## src/rtl/vote_pkg.sv

```systemverilog
// Shared types and helpers for the voting session controller and its debouncer.
package vote_pkg;

  localparam int N_CAND = 4;
  localparam int IDX_W  = $clog2(N_CAND);

  typedef enum logic [2:0] {
    ST_IDLE,
    ST_READY,
    ST_DEBOUNCE,
    ST_COMMIT,
    ST_RELEASE,
    ST_RESULT
  } state_t;

  // Exactly one button pressed.
  function automatic logic is_onehot(input logic [N_CAND-1:0] v);
    return $countones(v) == 1;
  endfunction

  function automatic logic [IDX_W-1:0] onehot_to_index(input logic [N_CAND-1:0] v);
    logic [IDX_W-1:0] idx;
    idx = '0;
    for (int i = 0; i < N_CAND; i++) begin
      if (v[i]) idx = IDX_W'(i);
    end
    return idx;
  endfunction

endpackage

```

## src/rtl/vote_debounce.sv

```systemverilog
// Capture register plus stability counter: reports when the button pattern has
// held unchanged for DEBOUNCE_CYCLES consecutive samples.
module vote_debounce
  import vote_pkg::*;
#(
  parameter int DEBOUNCE_CYCLES = 10
) (
  input  logic              clock,
  input  logic              reset,
  input  logic              load,
  input  logic              track,
  input  logic [N_CAND-1:0] sample,
  output logic              stable,
  output logic [N_CAND-1:0] pattern
);

  localparam logic [7:0] LAST = 8'(DEBOUNCE_CYCLES - 1);

  logic [7:0] cnt;

  // A changed pattern while tracking restarts the stability window.
  always_ff @(posedge clock or negedge reset) begin
    if (!reset) begin
      pattern <= '0;
      cnt     <= '0;
    end else if (load) begin
      pattern <= sample;
      cnt     <= '0;
    end else if (track) begin
      if (sample != pattern) begin
        pattern <= sample;
        cnt     <= '0;
      end else if (cnt != LAST) begin
        cnt <= cnt + 8'd1;
      end
    end
  end

  assign stable = track && (sample == pattern) && (cnt == LAST);

endmodule

```

## src/rtl/vote_session_ctrl.sv

```systemverilog
// Voting session FSM: arms one voter at a time, debounces the candidate buttons,
// emits one-hot tally strobes and drives the result-display selector.
module vote_session_ctrl
  import vote_pkg::*;
#(
  parameter int DEBOUNCE_CYCLES = 10,
  parameter int CNT_W           = 8
) (
  input  logic             clock,
  input  logic             reset,
  input  logic             mode,
  input  logic             arm,
  input  logic             button1,
  input  logic             button2,
  input  logic             button3,
  input  logic             button4,
  output logic [3:0]       vote_inc,
  output logic             voter_ready,
  output logic             reject,
  output logic [1:0]       disp_sel,
  output logic             disp_valid,
  output logic [CNT_W-1:0] total_votes
);

  state_t            state;
  state_t            next_state;
  logic [N_CAND-1:0] p;
  logic [N_CAND-1:0] captured;
  logic              stable;
  logic              load;
  logic              track;
  logic              decide;
  logic              valid_vote;
  logic              rej_flag;
  logic              prev_zero;

  assign p = {button4, button3, button2, button1};

  assign load       = (state == ST_READY) && !mode && (p != '0);
  assign track      = (state == ST_DEBOUNCE) && !mode && (p != '0);
  assign decide     = stable;
  assign valid_vote = is_onehot(captured);

  vote_debounce #(
    .DEBOUNCE_CYCLES(DEBOUNCE_CYCLES)
  ) u_debounce (
    .clock  (clock),
    .reset  (reset),
    .load   (load),
    .track  (track),
    .sample (p),
    .stable (stable),
    .pattern(captured)
  );

  always_comb begin
    next_state = state;
    case (state)
      ST_IDLE: begin
        if (mode)     next_state = ST_RESULT;
        else if (arm) next_state = ST_READY;
      end
      ST_READY: begin
        if (mode)           next_state = ST_RESULT;
        else if (p != '0)   next_state = ST_DEBOUNCE;
      end
      ST_DEBOUNCE: begin
        if (mode)           next_state = ST_RESULT;
        else if (p == '0)   next_state = ST_READY;
        else if (decide)    next_state = valid_vote ? ST_COMMIT : ST_RELEASE;
      end
      // A committed vote always completes, whatever mode does.
      ST_COMMIT: next_state = ST_RELEASE;
      ST_RELEASE: begin
        if (mode)           next_state = ST_RESULT;
        else if (p == '0)   next_state = rej_flag ? ST_READY : ST_IDLE;
      end
      ST_RESULT: begin
        if (!mode)          next_state = ST_IDLE;
      end
      default: next_state = ST_IDLE;
    endcase
  end

  // Strobes are registered at the decision edge so they are high during COMMIT
  // (or the first RELEASE cycle, for a reject).
  always_ff @(posedge clock or negedge reset) begin
    if (!reset) begin
      state       <= ST_IDLE;
      vote_inc    <= '0;
      reject      <= 1'b0;
      rej_flag    <= 1'b0;
      total_votes <= '0;
    end else begin
      state    <= next_state;
      vote_inc <= '0;
      reject   <= 1'b0;
      if (decide) begin
        rej_flag <= !valid_vote;
        if (valid_vote) begin
          vote_inc <= captured;
          if (total_votes != '1) total_votes <= total_votes + CNT_W'(1);
        end else begin
          reject <= 1'b1;
        end
      end
    end
  end

  // Display selection only follows a fresh single press from an all-released pad.
  always_ff @(posedge clock or negedge reset) begin
    if (!reset) begin
      disp_sel  <= '0;
      prev_zero <= 1'b1;
    end else begin
      prev_zero <= (p == '0);
      if (state == ST_RESULT && mode && prev_zero && is_onehot(p)) begin
        disp_sel <= onehot_to_index(p);
      end
    end
  end

  assign voter_ready = (state == ST_READY) || (state == ST_DEBOUNCE);
  assign disp_valid  = (state == ST_RESULT);

endmodule

```

## config.mk

```make
export PLATFORM = sky130hd
export DESIGN_NAME = vote_session_ctrl
export DESIGN_NICKNAME = d
export VERILOG_FILES = /design/src/rtl/vote_pkg.sv /design/src/rtl/vote_debounce.sv /design/src/rtl/vote_session_ctrl.sv
export SDC_FILE = /design/constraint.sdc
export NUM_CORES = 1
export LEC_CHECK = 0
export BUFFER_PORTS_ARGS = -buffer_cell sky130_fd_sc_hd__buf_4
export CAP_MARGIN = 0
export CORE_MARGIN = 2
export CORE_UTILIZATION = 40
export CTS_CLUSTER_SIZE = 28
export DETAILED_ROUTE_END_ITERATION = 16
export HOLD_SLACK_MARGIN = 0.06
export PLACE_DENSITY = 0.67
export SETUP_SLACK_MARGIN = 0.02
export SYNTH_ARGS = -nofsm -noshare
export SYNTH_HDL_FRONTEND = slang
export SYNTH_SLANG_ARGS = --single-unit
```

## constraint.sdc

```tcl
create_clock -name clock -period 5.21 [get_ports clock]
set_clock_uncertainty 0.15 [all_clocks]
set_input_delay 0.521 -clock clock [delete_from_list [all_inputs] [get_ports clock]]
set_output_delay 0.521 -clock clock [all_outputs]
set_load 0.02 [all_outputs]
```

==> impl_results.rst <==
.. list-table::
   :header-rows: 1

   * - Metric
     - Value
   * - Startpoint of the worst hold path
     - disp_sel[1]$_DFFE_PN0P_
   * - Area inside the core boundary
     - 0.00441 mm^2
   * - Count of buffers inserted at the top-level ports
     - 24
   * - Total iterations of the first detailed-routing run
     - 4
   * - Rel. slew slack
     - 0.460
   * - Cell with the most instances after synthesis
     - sky130_fd_sc_hd__dfrtp_1
   * - Data arrival time at the worst-slack endpoint
     - 3.01 ns
   * - ANT cells
     - 0
   * - Worst endpoint required time
     - 5.23 ns
   * - FF-to-FF Start
     - u_debounce.pattern[0]$_DFFE_PN0P_
   * - Total Negative Setup Slacks
     - 0 ns
   * - Peak VDD IR
     - 0.137 mV
   * - Final antenna-violating net count
     - 0
   * - Fraction of final layout cells sized beyond drive strength 1
     - 0.182
   * - Post-detailed-placement cell area
     - 0.00207 mm^2
   * - Number of standard-cell rows in the floorplan
     - 24
   * - Path type of the worst min-delay path
     - reg -> reg
   * - Post-layout worst setup margin
     - 2.22 ns
   * - Number of standard cells after synthesis
     - 193
   * - Area Growth Syn to Fin
     - 17.5%
   * - Synth Warn #
     - 0
   * - Fraction of registers with async set or reset after synthesis
     - 1.00
   * - Average instance area after synthesis
     - 9.62 um^2
   * - Power per cell area
     - 375 mW/mm^2
   * - Number of enable flip-flop cells after synthesis
     - 0
   * - DR vias
     - 1404
   * - Final RePlAce weighted congestion
     - 0.831
   * - Total setup buffers inserted after CTS
     - 0
   * - Antenna violations before repair
     - 0
   * - Internal power
     - 0.000522 W
   * - Hold-fix buffers at CTS
     - 1
   * - Standby leakage power
     - 1.06 nW
   * - Post-synth net total
     - 211
   * - Post-route cell area
     - 0.00218 mm^2
   * - Number of buffers added by the clock tree synthesis step
     - 5
   * - Width of the chip
     - 72.1 um
   * - Clock tree from TritonCTS
     - yes
   * - DRC violation count after routing
     - 0
   * - Overall power
     - 0.000818 W
   * - Initial drt markers
     - 57
   * - Overall die area
     - 0.00520 mm^2
   * - Global-route wire length before repair
     - 6390 um
   * - Overall die height
     - 72.1 um
   * - Total wirelength of the detailed-routed design
     - 3540 um
   * - Top cells by instance count after synthesis
     - sky130_fd_sc_hd__dfrtp_1, sky130_fd_sc_hd__nor2_1, sky130_fd_sc_hd__nand2_1
   * - Number of distinct standard cells referenced by the synthesized netlist
     - 44
   * - Via count of the first global-routing pass
     - 1368
   * - Min Tclk post-route
     - 2.99 ns
   * - Via-per-instance ratio
     - 5.16
   * - Switching portion of total power
     - 0.362
   * - Max Cap Viol
     - 0
   * - Initial standard-cell utilization of the core
     - 0.421
   * - Worst Setup Start Kind
     - register
   * - Share of the yosys chip area belonging to registers
     - 0.432
   * - Fmax achieved
     - 0.334 GHz
   * - Run status
     - completed
   * - Setup repair after global routing missed its margin
     - false
   * - Share of total power in sequential cells
     - 0.402
   * - Number of failing setup endpoints in the final timing report
     - 0
   * - Portion of total power attributed to the clock network
     - 0.249
   * - Clock-pin transition on the worst setup and hold timing paths
     - 0.06 ns
   * - Most used flip-flop cell after synthesis
     - sky130_fd_sc_hd__dfrtp_1
   * - Clock tree root buffer cell
     - sky130_fd_sc_hd__clkbuf_8
   * - Synthesized flop and latch total
     - 32
   * - Cell count after placement
     - 264
   * - H-tree depth
     - 2
   * - Maximum number of buffers from clock root to sink
     - 2
   * - CP startpoint
     - u_debounce.pattern[0]$_DFFE_PN0P_
   * - Setup CP Type
     - reg -> reg
   * - Fin cells
     - 272
   * - Maximum number of pins on one net before global-route repair
     - 33
   * - Critical-path maximum fanout
     - 12
   * - Total half-perimeter wirelength after legalization and detailed placement
     - 2620 um
   * - Overall track demand over capacity in global routing
     - 0.157
   * - Proportion of netlist area held by the largest area contributor
     - 0.418
   * - Actual transition at the worst max-transition pin
     - 0.804 ns
   * - Switching component of the power
     - 0.000297 W
   * - Aggregate global routing overflow
     - 0
   * - Nature of the critical path endpoint
     - register
   * - Synth top area cells
     - sky130_fd_sc_hd__dfrtp_1, sky130_fd_sc_hd__ha_1, sky130_fd_sc_hd__xnor2_1, sky130_fd_sc_hd__nor2_1, sky130_fd_sc_hd__nand2_1
   * - Number of cells upsized or downsized after cts
     - 0
   * - Wirelength per Cell
     - 13.0 um
   * - I/O pin count
     - 25
   * - Final clock period utilization by the worst path
     - 0.574
   * - Clock insertion delay at the later pin of the skew report
     - 0.28 ns
   * - Number of nets in the layout
     - 238
   * - Final number of max-transition violations
     - 0
   * - Cell area after technology mapping
     - 0.00186 mm^2
   * - Combinational share of power
     - 0.349
   * - Total number of clock tree sinks
     - 32
   * - Number of hold violations in the final report
     - 0
   * - Library cell occupying the most area in the post-synthesis netlist
     - sky130_fd_sc_hd__dfrtp_1
   * - Place WS
     - 2.19 ns
[worst paths after layout]
kind                       cells after the start                    endpoint  slack [ns]
max                                           10  total_votes[1]$_DFFE_PN0P_        2.22
min                                            2     disp_sel[1]$_DFFE_PN0P_        0.33
max reg2reg                                   10  total_votes[1]$_DFFE_PN0P_        2.22
min reg2reg                                    2     disp_sel[1]$_DFFE_PN0P_        0.33
max in group asynchronous                      2         prev_zero$_DFF_PN1_        4.01
min in group asynchronous                      2     disp_sel[0]$_DFFE_PN0P_        0.58
[sequential cells by signal, indices dropped and copies added (netlist names)]
signal,count
vote_inc,4
disp_sel,2
reject,1
total_votes,8
u_debounce.pattern,4
u_debounce.cnt,8
rej_flag,1
prev_zero,1
state,3
[placed cells by master (no fill, tap or decap), types with 4 or more instances in the layout]
master / netlist / routed
sky130_fd_sc_hd__nand4_1: 7 / 7
sky130_fd_sc_hd__nand3_1: 10 / 10
sky130_fd_sc_hd__inv_1: 15 / 15
sky130_fd_sc_hd__xor2_1: 6 / 6
sky130_fd_sc_hd__buf_4: 2 / 24
sky130_fd_sc_hd__clkbuf_8: 0 / 7
sky130_fd_sc_hd__dfrtp_1: 31 / 31
sky130_fd_sc_hd__and3_1: 5 / 5
sky130_fd_sc_hd__o21ai_0: 4 / 4
sky130_fd_sc_hd__xnor2_1: 10 / 10
sky130_fd_sc_hd__nand2_1: 17 / 17
sky130_fd_sc_hd__nor3_1: 6 / 6
sky130_fd_sc_hd__and2_1: 5 / 5
sky130_fd_sc_hd__nand2b_1: 4 / 4
sky130_fd_sc_hd__ha_1: 8 / 8
sky130_fd_sc_hd__a21oi_1: 4 / 4
sky130_fd_sc_hd__nor2_1: 19 / 19
[metal layers]
layer | track usage | wire (um) | up-vias
li1 | - | - | 724
met1 | 0.217 | 1690 | 646
met2 | 0.225 | 1620 | 25
met3 | 0.0472 | 156 | 9
met4 | 0.0713 | 70 | 0
met5 | 0 | 0 | -
[kinds of logic (layout without fill, tap and decap cells)]
| logic type | after synthesis | in the layout | synth area share |
|---|---|---|---|
| adders and majority gates | 10 | 10 | 0.0755 |
| buffers and inverters | 20 | 47 | 0.0451 |
| xor gates and xnor gates | 16 | 16 | 0.0755 |
| AOI/OAI and AO/OA | 24 | 24 | 0.0917 |
| DFF | 32 | 32 | 0.432 |
| muxes | 5 | 5 | 0.0290 |
| and+or+nand+nor | 86 | 86 | 0.251 |
[power groups by stage]
stage | Combinational, W | Sequential (W) | Clock [W]
2_1_floorplan | 0.000240 | 0.000308 | 0
3_3_place_gp | 0.000285 | 0.000332 | 0
3_5_place_dp | 0.000286 | 0.000333 | 0
4_1_cts | 0.000289 | 0.000329 | 0.000213
5_1_grt | 0.000329 | 0.000338 | 0.000223
6_report | 0.000286 | 0.000329 | 0.000204
[per-stage QoR]
step / utilization / hold slack [ns]
floorplan: - / 0.0754
global placement: 0.470 / 0.318
detailed placement: 0.470 / 0.328
CTS: 0.494 / 0.342
global route: 0.494 / 0.348
finish: 0.494 / 0.334
[worst max-delay path, stage by stage, from the launching register on]
cell                      delay, ns
sky130_fd_sc_hd__dfrtp_1       0.40
sky130_fd_sc_hd__inv_1         0.09
sky130_fd_sc_hd__fa_1          0.53
sky130_fd_sc_hd__inv_1         0.04
sky130_fd_sc_hd__ha_1          0.17
sky130_fd_sc_hd__ha_1          0.26
sky130_fd_sc_hd__nor2_1        0.10
sky130_fd_sc_hd__nand2_1       0.14
sky130_fd_sc_hd__nor4_4        0.52
sky130_fd_sc_hd__nand2_1       0.18
sky130_fd_sc_hd__mux2_2        0.30
[layout make-up]
type / count / area, um^2
clock buffer: 7 / 96.3
fill: 413 / 2230
inverter: 15 / 56.3
multi-input combinational: 141 / 971
sequential: 32 / 802
tap: 52 / 65.1
timing repair buffer: 25 / 190
No activity file was read; power rests on OpenSTA's default activity.
